File: config.mk
export PLATFORM = sky130hd
export DESIGN_NAME = sensor_window_buffer_flat
export DESIGN_NICKNAME = d
export VERILOG_FILES = /design/src/rtl/sensor_window_buffer_if.sv /design/src/rtl/sensor_window_buffer.sv /design/src/flat_wrapper.sv
export SDC_FILE = /design/constraint.sdc
export NUM_CORES = 1
export LEC_CHECK = 0
export ABC_AREA = 0
export BUFFER_PORTS_ARGS = -buffer_cell sky130_fd_sc_hd__buf_2
export CORE_AREA = 2 2 258 260
export DETAILED_ROUTE_END_ITERATION = 10
export DIE_AREA = 0 0 260 262
export GPL_TIMING_DRIVEN = 0
export PLACE_DENSITY = 0.77
export SYNTH_ARGS = -nofsm -noshare
export SYNTH_HDL_FRONTEND = slang
export SYNTH_SLANG_ARGS = --single-unit
export TNS_END_PERCENT = 1
File: constraint.sdc
create_clock -name avm_clk -period 1.35 [get_ports avm_clk]
set_input_delay 0.0675 -clock avm_clk [delete_from_list [all_inputs] [get_ports avm_clk]]
set_output_delay 0.0675 -clock avm_clk [all_outputs]
set_load 0.02 [all_outputs]
File: src/rtl/sensor_window_buffer_if.sv
// Byte-stream handshake between an RS232 receiver (master) and the window buffer (slave).
interface sensor_window_buffer_if;
  logic       i_byte_valid;
  logic [7:0] i_byte;
  logic       o_byte_ready;

  modport master (output i_byte_valid, output i_byte, input o_byte_ready);
  modport slave  (input i_byte_valid, input i_byte, output o_byte_ready);
endinterface

File: src/rtl/sensor_window_buffer.sv
// Pairs received bytes into 16-bit samples, keeps a sliding window of WIN_LEN samples
// and signals a fresh window to the downstream core every STRIDE samples once filled.
module sensor_window_buffer #(
  parameter int unsigned WIN_LEN = 40,
  parameter int unsigned STRIDE  = 8
) (
  input  logic                     avm_clk,
  input  logic                     avm_rst,
  input  logic                     i_start,
  input  logic                     i_core_busy,
  sensor_window_buffer_if.slave    byte_if,
  output logic [16*WIN_LEN-1:0]    o_window,
  output logic                     o_next,
  output logic                     o_filled,
  output logic                     o_overrun
);

  localparam int unsigned WW = 16 * WIN_LEN;
  localparam int unsigned SW = (STRIDE > 1) ? $clog2(STRIDE) : 1;

  localparam logic [1:0] StIdle = 2'd0;
  localparam logic [1:0] StFill = 2'd1;
  localparam logic [1:0] StRun  = 2'd2;

  logic [1:0]    state_q, state_d;
  logic [WW-1:0] window_q, window_d;
  logic [7:0]    hi_q, hi_d;
  logic          phase_q, phase_d;
  logic [5:0]    cnt_q, cnt_d;
  logic [SW-1:0] stride_q, stride_d;
  logic          next_q, next_d;
  logic          filled_q, filled_d;
  logic          overrun_q, overrun_d;

  logic accept;
  logic win_event;

  assign byte_if.o_byte_ready = (state_q != StIdle);
  // Start wins over a same-cycle byte, so the byte is simply never accepted.
  assign accept = byte_if.i_byte_valid && byte_if.o_byte_ready && !i_start;

  always_comb begin
    state_d   = state_q;
    window_d  = window_q;
    hi_d      = hi_q;
    phase_d   = phase_q;
    cnt_d     = cnt_q;
    stride_d  = stride_q;
    filled_d  = filled_q;
    overrun_d = overrun_q;
    next_d    = 1'b0;
    win_event = 1'b0;

    if (i_start) begin
      state_d   = StFill;
      window_d  = '0;
      hi_d      = '0;
      phase_d   = 1'b0;
      cnt_d     = '0;
      stride_d  = '0;
      filled_d  = 1'b0;
      overrun_d = 1'b0;
    end else if (accept) begin
      phase_d = ~phase_q;
      if (!phase_q) begin
        hi_d = byte_if.i_byte;
      end else begin
        // Oldest sample sits in the top bits, so the new one enters at the bottom.
        window_d = {window_q[WW-17:0], hi_q, byte_if.i_byte};
        if (state_q == StFill) begin
          cnt_d = cnt_q + 6'd1;
          if (cnt_q == 6'(WIN_LEN - 1)) begin
            state_d   = StRun;
            filled_d  = 1'b1;
            stride_d  = '0;
            win_event = 1'b1;
          end
        end else begin
          if (stride_q == SW'(STRIDE - 1)) begin
            stride_d  = '0;
            win_event = 1'b1;
          end else begin
            stride_d = stride_q + SW'(1);
          end
        end
      end
    end

    if (win_event) begin
      next_d    = !i_core_busy;
      overrun_d = overrun_q | i_core_busy;
    end
  end

  always_ff @(posedge avm_clk) begin
    if (avm_rst) begin
      state_q   <= StIdle;
      window_q  <= '0;
      hi_q      <= '0;
      phase_q   <= 1'b0;
      cnt_q     <= '0;
      stride_q  <= '0;
      next_q    <= 1'b0;
      filled_q  <= 1'b0;
      overrun_q <= 1'b0;
    end else begin
      state_q   <= state_d;
      window_q  <= window_d;
      hi_q      <= hi_d;
      phase_q   <= phase_d;
      cnt_q     <= cnt_d;
      stride_q  <= stride_d;
      next_q    <= next_d;
      filled_q  <= filled_d;
      overrun_q <= overrun_d;
    end
  end

  assign o_window  = window_q;
  assign o_next    = next_q;
  assign o_filled  = filled_q;
  assign o_overrun = overrun_q;

endmodule

File: src/flat_wrapper.sv
// flat-port wrapper written by rule: the top's interface ports become plain ports
module sensor_window_buffer_flat 
#(
  parameter int unsigned WIN_LEN = 40,
  parameter int unsigned STRIDE  = 8
)
  (avm_clk, avm_rst, i_start, i_core_busy, o_window, o_next, o_filled, o_overrun, byte_if_i_byte_valid, byte_if_i_byte, byte_if_o_byte_ready);
  sensor_window_buffer_if byte_if_i ();
  input  logic avm_clk;
  input  logic avm_rst;
  input  logic i_start;
  input  logic i_core_busy;
  output logic [16*WIN_LEN-1:0] o_window;
  output logic o_next;
  output logic o_filled;
  output logic o_overrun;
  input wire logic [$bits(byte_if_i.i_byte_valid)-1:0] byte_if_i_byte_valid;
  input wire logic [$bits(byte_if_i.i_byte)-1:0] byte_if_i_byte;
  output wire logic [$bits(byte_if_i.o_byte_ready)-1:0] byte_if_o_byte_ready;
  assign byte_if_i.i_byte_valid = byte_if_i_byte_valid;
  assign byte_if_i.i_byte = byte_if_i_byte;
  assign byte_if_o_byte_ready = byte_if_i.o_byte_ready;
  sensor_window_buffer #(.WIN_LEN(WIN_LEN), .STRIDE(STRIDE)) u_core (.avm_clk(avm_clk), .avm_rst(avm_rst), .i_start(i_start), .i_core_busy(i_core_busy), .byte_if(byte_if_i), .o_window(o_window), .o_next(o_next), .o_filled(o_filled), .o_overrun(o_overrun));
endmodule
# Word level (Yosys, flattened, before mapping)
# Cells that the tools add are included.
[word_totals]
reg_bits = 662
latch_bits = 0
mem_bits_rw = 0
rom_bits = 0
inputBits = 13
output_inout_bits = 644
elab_cells = 52
memories = 0
[classes]
add_sub_neg = 2
n_mul = 0
div = 0
magnitude_cmp = 0
eq_ne = 4
shift = 0
n_mux = 16
bitwise_logic = 3
n_reduce_logical = 18
[ops]
columns = ["operator", "count"]
rows = [
  ["two-way mux 1 bit", 13],
  ["nonzero test 2 bit", 6],
  ["two-way mux 3 bit", 3],
  ["AND reduction 4 bit", 2],
  ["adder 6 x 1 -> 6 bit, second input constant", 1],
  ["equality test 6 bit, second input constant", 1],
  ["AND reduction 3 bit", 2],
  ["AND reduction 2 bit", 2],
  ["OR reduction 2 bit", 2],
  ["adder 3 x 1 -> 3 bit, second input constant", 1],
  ["equality test 3 bit, second input constant", 1],
  ["equality test 2 x 1 -> 1 bit, second input constant", 1],
  ["logical AND 1 bit", 2],
  ["logical NOT 1 bit", 2],
  ["!= test 2 bit, second input constant", 1],
  ["NOT 1 bit", 2],
  ["OR 1 bit", 1],
]

# Longest topological paths before layout
# Gate-level depths: netlist of the first run.
[logic_depth]
ltp_word = 8
depth_mapped = 9
mapped_depth_nobuf = 5

# Worst setup path after synthesis of the first run
# Ideal clock, no wire load.
[synth_path]
path_type = "register to register"
start = "register u_core.state_q[1]"
end = "register u_core.window_q[195] (netlist: u_core.o_window[195])"
setup_time_ps = 67
arrival_time_ps = 1503
t_required_ps = 1283
path_slack_ps = -221
stages_incl_launch_ff = 10
path_buffers = 5
synth_period_minus_slack_ps = 1571
cell_sequence = "dfxtp_1 -> nor2_1 -> buf_6 -> buf_6 -> inv_2 -> buf_6 -> buf_12 -> buf_8 -> nand3_2 -> a21oi_2"
[synth_between]
elab_chain_cells = 4
[synth_lines]
columns = ["element", "line", "text"]
rows = [
  ["from (decl)", "sensor_window_buffer.sv:25", "logic [1:0] state_q, state_d;"],
  ["from (signal assigned)", "sensor_window_buffer.sv:97", "state_q <= StIdle;"],
  ["from (signal assigned)", "sensor_window_buffer.sv:107", "state_q <= state_d;"],
  ["nonzero test 2 bit", "sensor_window_buffer.sv:38", "assign byte_if.o_byte_ready = (state_q != StIdle);"],
  ["logical AND 1 bit (2 in series)", "sensor_window_buffer.sv:40", "assign accept = byte_if.i_byte_valid && byte_if.o_byte_ready && !i_start;"],
  ["AND reduction 2 bit (no source line)", "-", ""],
  ["to (signal assigned)", "sensor_window_buffer.sv:108", "window_q <= window_d;"],
  ["to (decl)", "sensor_window_buffer.sv:26", "logic [WW-1:0] window_q, window_d;"],
]
# Every way passes these cells.
# A chain may end at the register's enable or synchronous reset.

# Worst setup path after layout of the first run
[layout_path]
start = "register u_core.state_q[0]"
end = "output byte_if_o_byte_ready"
[layout_between]
elab_chain_cells = 1
[layout_lines]
columns = ["element", "line", "text"]
rows = [
  ["nonzero test 2 bit", "sensor_window_buffer.sv:38", ""],
  ["to (decl)", "flat_wrapper.sv:19", "output wire logic [$bits(byte_if_i.o_byte_ready)-1:0] byte_if_o_byte_ready;"],
]
# Every way passes these cells.

==> results of run 1 <==
==> metrics by stage <==
stage          worst slack, ps  hold WS (ps)  TNS [ps]  area [um2]  std cells
2_1_floorplan            -68.9           129    -21320       26100       3040
3_3_place_gp              -676           260   -331250       30500       4560
3_5_place_dp              -707           276   -335870       30500       4560
4_1_cts                   -444          72.9   -153450       33600       4709
5_1_grt                   -456           102   -190750       33800       4714
6_report                  -395           102   -152490       33800       4714
==> synth_stat cells (all sizes together), types with 3 or more instances <==
| master | count |
|---|---|
| a31oi | 3 |
| nor2b | 3 |
| nand2 | 8 |
| or3 | 3 |
| o21ai | 645 |
| nand4 | 8 |
| ha | 3 |
| nand3 | 646 |
| a21oi | 656 |
| clkbuf | 185 |
| o31ai | 10 |
| dfxtp | 662 |
| buf | 181 |
| nor2 | 3 |
==> cell families after synthesis <==
kind of cell	share of synthesized area [%]
DFF	50.7
AOI/OAI and AO/OA	26.2
muxes	0.0766
buffers and inverters	7.89
and+or+nand+nor	15.0
adders and majority gates	0.144
==> state kept, by name (all words and copies together), names as in the netlist <==
name and cells:
u_core.phase_q 1, u_core.state_q 2, u_core.cnt_q 6, u_core.o_window 640, u_core.hi_q 8, u_core.stride_q 3, u_core.o_overrun 1, u_core.o_next 1
==> final timing paths <==
kind                                             end                 start  slack, ps  cells past startpoint
worst min-delay path                 u_core.cnt_q[3]  byte_if_i_byte_valid        100                      5
worst min register to register      u_core.o_overrun      u_core.o_overrun        450                      2
worst max register to register  u_core.o_window[506]     u_core.state_q[1]       -330                     10
worst max-delay path            byte_if_o_byte_ready     u_core.state_q[0]       -400                      7
==> worst register-to-register path: stages, from the launching register on <==
cell and delay, ps:
dfxtp_4 370, nor2_4 40, buf_12 120, buf_8 110, inv_4 50, buf_12 110, buf_4 190, buf_12 170
buf_6 160, nand3_1 100, a21oi_1 170
==> layout make-up <==
cell class	instances	area [um2]	area share, %
multi-input combinational	2009	11000	32.5
tap	864	1080	3.20
clock buffer	111	2190	6.48
clock inverter	18	221	0.656
buffer	365	2480	7.34
antenna	4	10.0	0.0297
timing repair buffer	678	3510	10.4
sequential	662	13300	39.4
inverter	3	15.0	0.0445
==> power groups by stage <==
stage | registers, mW | logic, mW | clock network, mW
after floorplan | 20.0 | 1.29 | 0
after global placement | 20.0 | 1.77 | 0
after detailed placement | 20.0 | 1.77 | 0
after CTS | 19.5 | 1.96 | 20.4
after global routing | 19.5 | 2.17 | 21.2
final | 19.5 | 2.03 | 20.2
==> metal layers <==
| layer | GRT usage [%] | vias up | part of all wire [%] |
|---|---|---|---|
| met2 | 43.3 | 1423 | 46 |
| li1 | - | 12500 | - |
| met1 | 36.1 | 13000 | 41 |
| met3 | 5.34 | 275 | 8.5 |
| met5 | 0 | - | 0.013 |
| met4 | 13.7 | 2 | 5.2 |
==> timing repair <==
| action | 4_1_cts | 5_1_grt |
|---|---|---|
| pin swaps | 9 | 6 |
| setup endpoints to repair | 684 | 669 |
| buffers inserted | 9 | 1 |
| gates resized for setup | 190 | 90 |
| hold endpoints to repair | 22 | 0 |
| hold buffers | 12 | 0 |
==> results.sh, run 1 <==
export IMPL_die_area_um2=68100
export IMPL_crit_required_ps=1280
export IMPL_slew_headroom_pct=58.6
export IMPL_grt_max_degree=14
export IMPL_crit_path_end_kind="output port"
export IMPL_drive_gt1_share_pct=31.5
export IMPL_status="finished, violations left"
export IMPL_yosysSeqAreaShare_pct=50.7
export IMPL_grt_overflow=0
export IMPL_syn_nets=3056
export IMPL_cts_sinks=662
export IMPL_final_common_cell="buf_2"
export IMPL_finalMaxSlewViolations=0
export IMPL_via_per_inst=5.77
export IMPL_worst_slew_pin_slew_ps=622
export IMPL_hold_viol=0
export IMPL_ys_ff_latch=662
export IMPL_p_clk_share_pct=48.4
export IMPL_wire_per_inst_um=21.4
export IMPL_rows=94
export IMPL_nets=3807
export IMPL_post_route_period_util_pct=129
export IMPL_p_comb_share_pct=4.9
export IMPL_gp_congestion=0.962
export IMPL_crit_family="buffers and inverters"
export IMPL_grt_first_pass_wirelength_um=147000
export IMPL_violations="setup timing"
export IMPL_syn_to_final_growth_pct=29.2
export IMPL_finalWirelength_um=101000
export IMPL_path_buf_inv=6
export IMPL_cts_buffers=72
export IMPL_via_count=27200
export IMPL_fillers=6149
export IMPL_p_int_mw=32.1
export IMPL_mostFrequentLayoutCells="buf_2 (725), o21ai_0 (644), dfxtp_1 (635)"
export IMPL_hold_path_class="in2reg"
export IMPL_worst_endpoint_arrival_ps=1680
export IMPL_cts_path_max_buffers=3
export IMPL_fin_crit_ps=1750
export IMPL_cp_cell_sequence="nor2_4, buf_12, buf_8, inv_4, buf_12, buf_8, buf_8"
export IMPL_netlist_cell_type_count=40
export IMPL_clk_latency_ps=600
export IMPL_fmax_mhz=573
export IMPL_drtIter0Drc=2979
export IMPL_avgSynthCellArea_um2=8.60
export IMPL_boundaryPins=657
export IMPL_drtPass1Iterations=6
export IMPL_ys_warn_count=0
export IMPL_total_power_mw=41.8
export IMPL_clk_pin_slew_ps=60
export IMPL_yosys_top_cells_area="dfxtp_1 (51%), o21ai_0 (12%), a21oi_1 (12%)"
export IMPL_die_height_um=262
export IMPL_antenna_found_initial=5
export IMPL_synth_top_area_share_pct=50.7
export IMPL_synthCells=3040
export IMPL_initial_core_util_pct=40.0
export IMPL_drc=0
export IMPL_rsz0062_at_grt="true"
export IMPL_io_buffers=656
export IMPL_powerDensity_nw_per_um2=1240
export IMPL_cellLeakagePower_nw=12.7
export IMPL_htreeDepth=3
export IMPL_slowest_stage="dfxtp_4"
export IMPL_cts_tree="yes"
export IMPL_maxCapViolations=0
export IMPL_die_w_um=260
export IMPL_clockRootBuffer="clkbuf_16"
export IMPL_post_route_util_pct=51.7
export IMPL_synth_edf_count=0
export IMPL_start_kind="flop"
export IMPL_setup_viol=655
export IMPL_peakVddDrop_uv=1030
export IMPL_antenna_left=0
export IMPL_grt_pass1_vias=24300
export IMPL_switching_share_pct=23.2
export IMPL_power_switching_mw=9.67
export IMPL_crit_top_cell="buf_8"
export IMPL_slowest_delay_ps=350
export IMPL_synth_flop_cell="dfxtp_1"
export IMPL_fin_ws_ps=-395
export IMPL_criticalPathCategory="reg2out"
export IMPL_grt_usage_pct=27.5
export IMPL_synth_top_area_cell="dfxtp_1"
export IMPL_skew_ps=18.6
export IMPL_synth_cell_area_um2=26100
export IMPL_dp_hpwl_um=74500
export IMPL_coreArea_um2=65300
export IMPL_critPathMaxFanout=4
export IMPL_p_seq_share_pct=46.8
export IMPL_synthArstFlopShare_pct=0
Note: power is estimated with default switching activity, not from simulation.
==> inputs of run 2 (changes only) <==
REMOVE_ABC_BUFFERS = 1   (was unset)
==> run 2 against run 1 <==
Compared with the run above:
- the flow still finishes with violations (setup timing)
- non-clock buffer count shrank 226
- maximum frequency down 12%
- cell area grew 2.5%
- combinational power is 21% higher
- sequential share of layout area is 1.0 points lower
- setup slack got worse by 250 ps
- via count fell by 0.81%
==> results.sh, run 2 (synthesis results as in run 1) <==
export IMPL_status="finished, violations left"
export IMPL_violations="setup timing"
export IMPL_rows=94
export IMPL_rsz0062_at_grt="true"
export IMPL_criticalPathCategory="reg2reg"
export IMPL_die_height_um=262
export IMPL_die_w_um=260
export IMPL_setup_viol=661
export IMPL_finalMaxSlewViolations=0
export IMPL_worst_slew_pin_slew_ps=815
export IMPL_grt_first_pass_wirelength_um=140000
export IMPL_drtIter0Drc=3234
export IMPL_start_kind="flop"
export IMPL_final_common_cell="buf_2"
export IMPL_die_area_um2=68100
export IMPL_cts_buffers=72
export IMPL_io_buffers=656
export IMPL_via_per_inst=6.01
export IMPL_powerDensity_nw_per_um2=1200
export IMPL_fin_area_um2=34600
export IMPL_total_power_mw=41.5
export IMPL_skew_ps=29.3
export IMPL_antenna_found_initial=0
export IMPL_antenna_left=0
export IMPL_post_route_period_util_pct=148
export IMPL_nets=3588
export IMPL_peakVddDrop_uv=974
export IMPL_maxCapViolations=0
export IMPL_pre_cts_slack_ps=-2300
export IMPL_fin_crit_ps=1990
export IMPL_htreeDepth=3
export IMPL_grt_pass1_vias=24300
export IMPL_cts_sinks=662
export IMPL_grt_overflow=0
export IMPL_mostFrequentLayoutCells="buf_2 (650), dfxtp_1 (647), a21oi_1 (586)"
export IMPL_slew_headroom_pct=45.6
export IMPL_hold_viol=0
export IMPL_wire_per_inst_um=21.8
export IMPL_syn_to_final_growth_pct=32.4
export IMPL_fillers=5725
export IMPL_cts_tree="yes"
export IMPL_crit_required_ps=1860
export IMPL_clockRootBuffer="clkbuf_16"
export IMPL_largest_reg_flops=640
export IMPL_via_count=27000
export IMPL_clk_latency_ps=610
export IMPL_worst_endpoint_arrival_ps=2500
export IMPL_coreArea_um2=65300
export IMPL_placed_area_um2=29600
export IMPL_cts_path_max_buffers=3
export IMPL_initial_core_util_pct=40.0
export IMPL_fin_ws_ps=-642
export IMPL_hold_path_class="in2reg"
export IMPL_n_antenna_cell=0
export IMPL_drc=0
export IMPL_clk_pin_slew_ps=60
export IMPL_gp_congestion=0.805
export IMPL_dp_hpwl_um=50300
export IMPL_grt_usage_pct=25.5
export IMPL_fmax_mhz=502
export IMPL_grt_max_degree=91
export IMPL_drive_gt1_share_pct=31.0
export IMPL_drtPass1Iterations=6
export IMPL_cellLeakagePower_nw=12.9
export IMPL_critPathMaxFanout=27
export IMPL_crit_path_end_kind="flop"
export IMPL_finalWirelength_um=97600
export IMPL_boundaryPins=657
## run 2: changes by cell type in the layout (fill, tap and decap cells not counted), sizes merged
cell / previous run / this run
nand3b: 2 / 4
buf: 857 / 765
clkinv: 10 / 14
clkinvlp: 2 / 0
diode: 4 / 0
clkbuf: 285 / 124
and3b: 1 / 2
bufbuf: 0 / 25
or2: 1 / 3
bufinv: 4 / 1
## run 2: what timing repair did
action | CTS | global route
endpoints found under the hold margin | 23 | 0
setup buffers | 29 | 18
cloned | 48 | 15
pin swaps | 23 | 38
hold buffers | 12 | 0
gates resized for setup | 114 | 87
setup endpoints to repair | 672 | 665
## run 2: path summary, 6_finish.rpt
path | from | endpoint | slack (ps) | cells after the start
min reg2reg | u_core.o_window[480] | u_core.o_window[496] | 450 | 2
max reg2reg | u_core.state_q[0] | u_core.o_window[392] | -640 | 9
max | u_core.state_q[0] | u_core.o_window[392] | -640 | 9
min | avm_rst | u_core.o_window[4] | 70 | 3
## run 2: critical path, stage by stage (launching register included)
cell and delay [ps]:
dfxtp_4 350, nor2_4 140, buf_12 140, buf_16 150
buf_16 160, buf_16 180, buf_16 180, buf_16 180
o21ai_0 150, a21oi_1 210
## run 2: layer usage
metal,vias to the layer above,part of all wire (%),global-route usage [%]
met3,367,10,6.48
li1,12000,-,-
met1,12900,38,31.3
met2,1653,46,40.6
met4,0,5.9,14.7
met5,-,0,0
## run 2: final cells by class
cell class / instances / area, um2 / share of cell area [%]
sequential: 662 / 13300 / 38.4
multi-input combinational: 2014 / 11100 / 32.1
timing repair buffer: 817 / 6720 / 19.4
clock buffer: 109 / 2160 / 6.26
tap: 864 / 1080 / 3.13
clock inverter: 15 / 176 / 0.510
timing repair inverter: 2 / 31.3 / 0.0904
inverter: 3 / 27.5 / 0.0796
## run 2: stage by stage
step | hold slack, ps | util (%) | std cells | TNS (ps)
2_1_floorplan | 137 | - | 2674 | -
3_3_place_gp | 258 | 43.6 | 4194 | -
3_5_place_dp | 258 | 45.4 | 4240 | -1040370
4_1_cts | 8.95 | 51.9 | 4453 | -322050
5_1_grt | 53.3 | 53.0 | 4486 | -350840
6_report | 66.2 | 53.0 | 4486 | -315800
## run 2: power by group
part / switching, mW / leakage (nW) / total, mW / internal, mW
combinational: 1.63 / 6.41 / 2.45 / 0.817
clock: 8.19 / 1.15 / 19.5 / 11.3
sequential: 0.00553 / 5.34 / 19.5 / 19.5
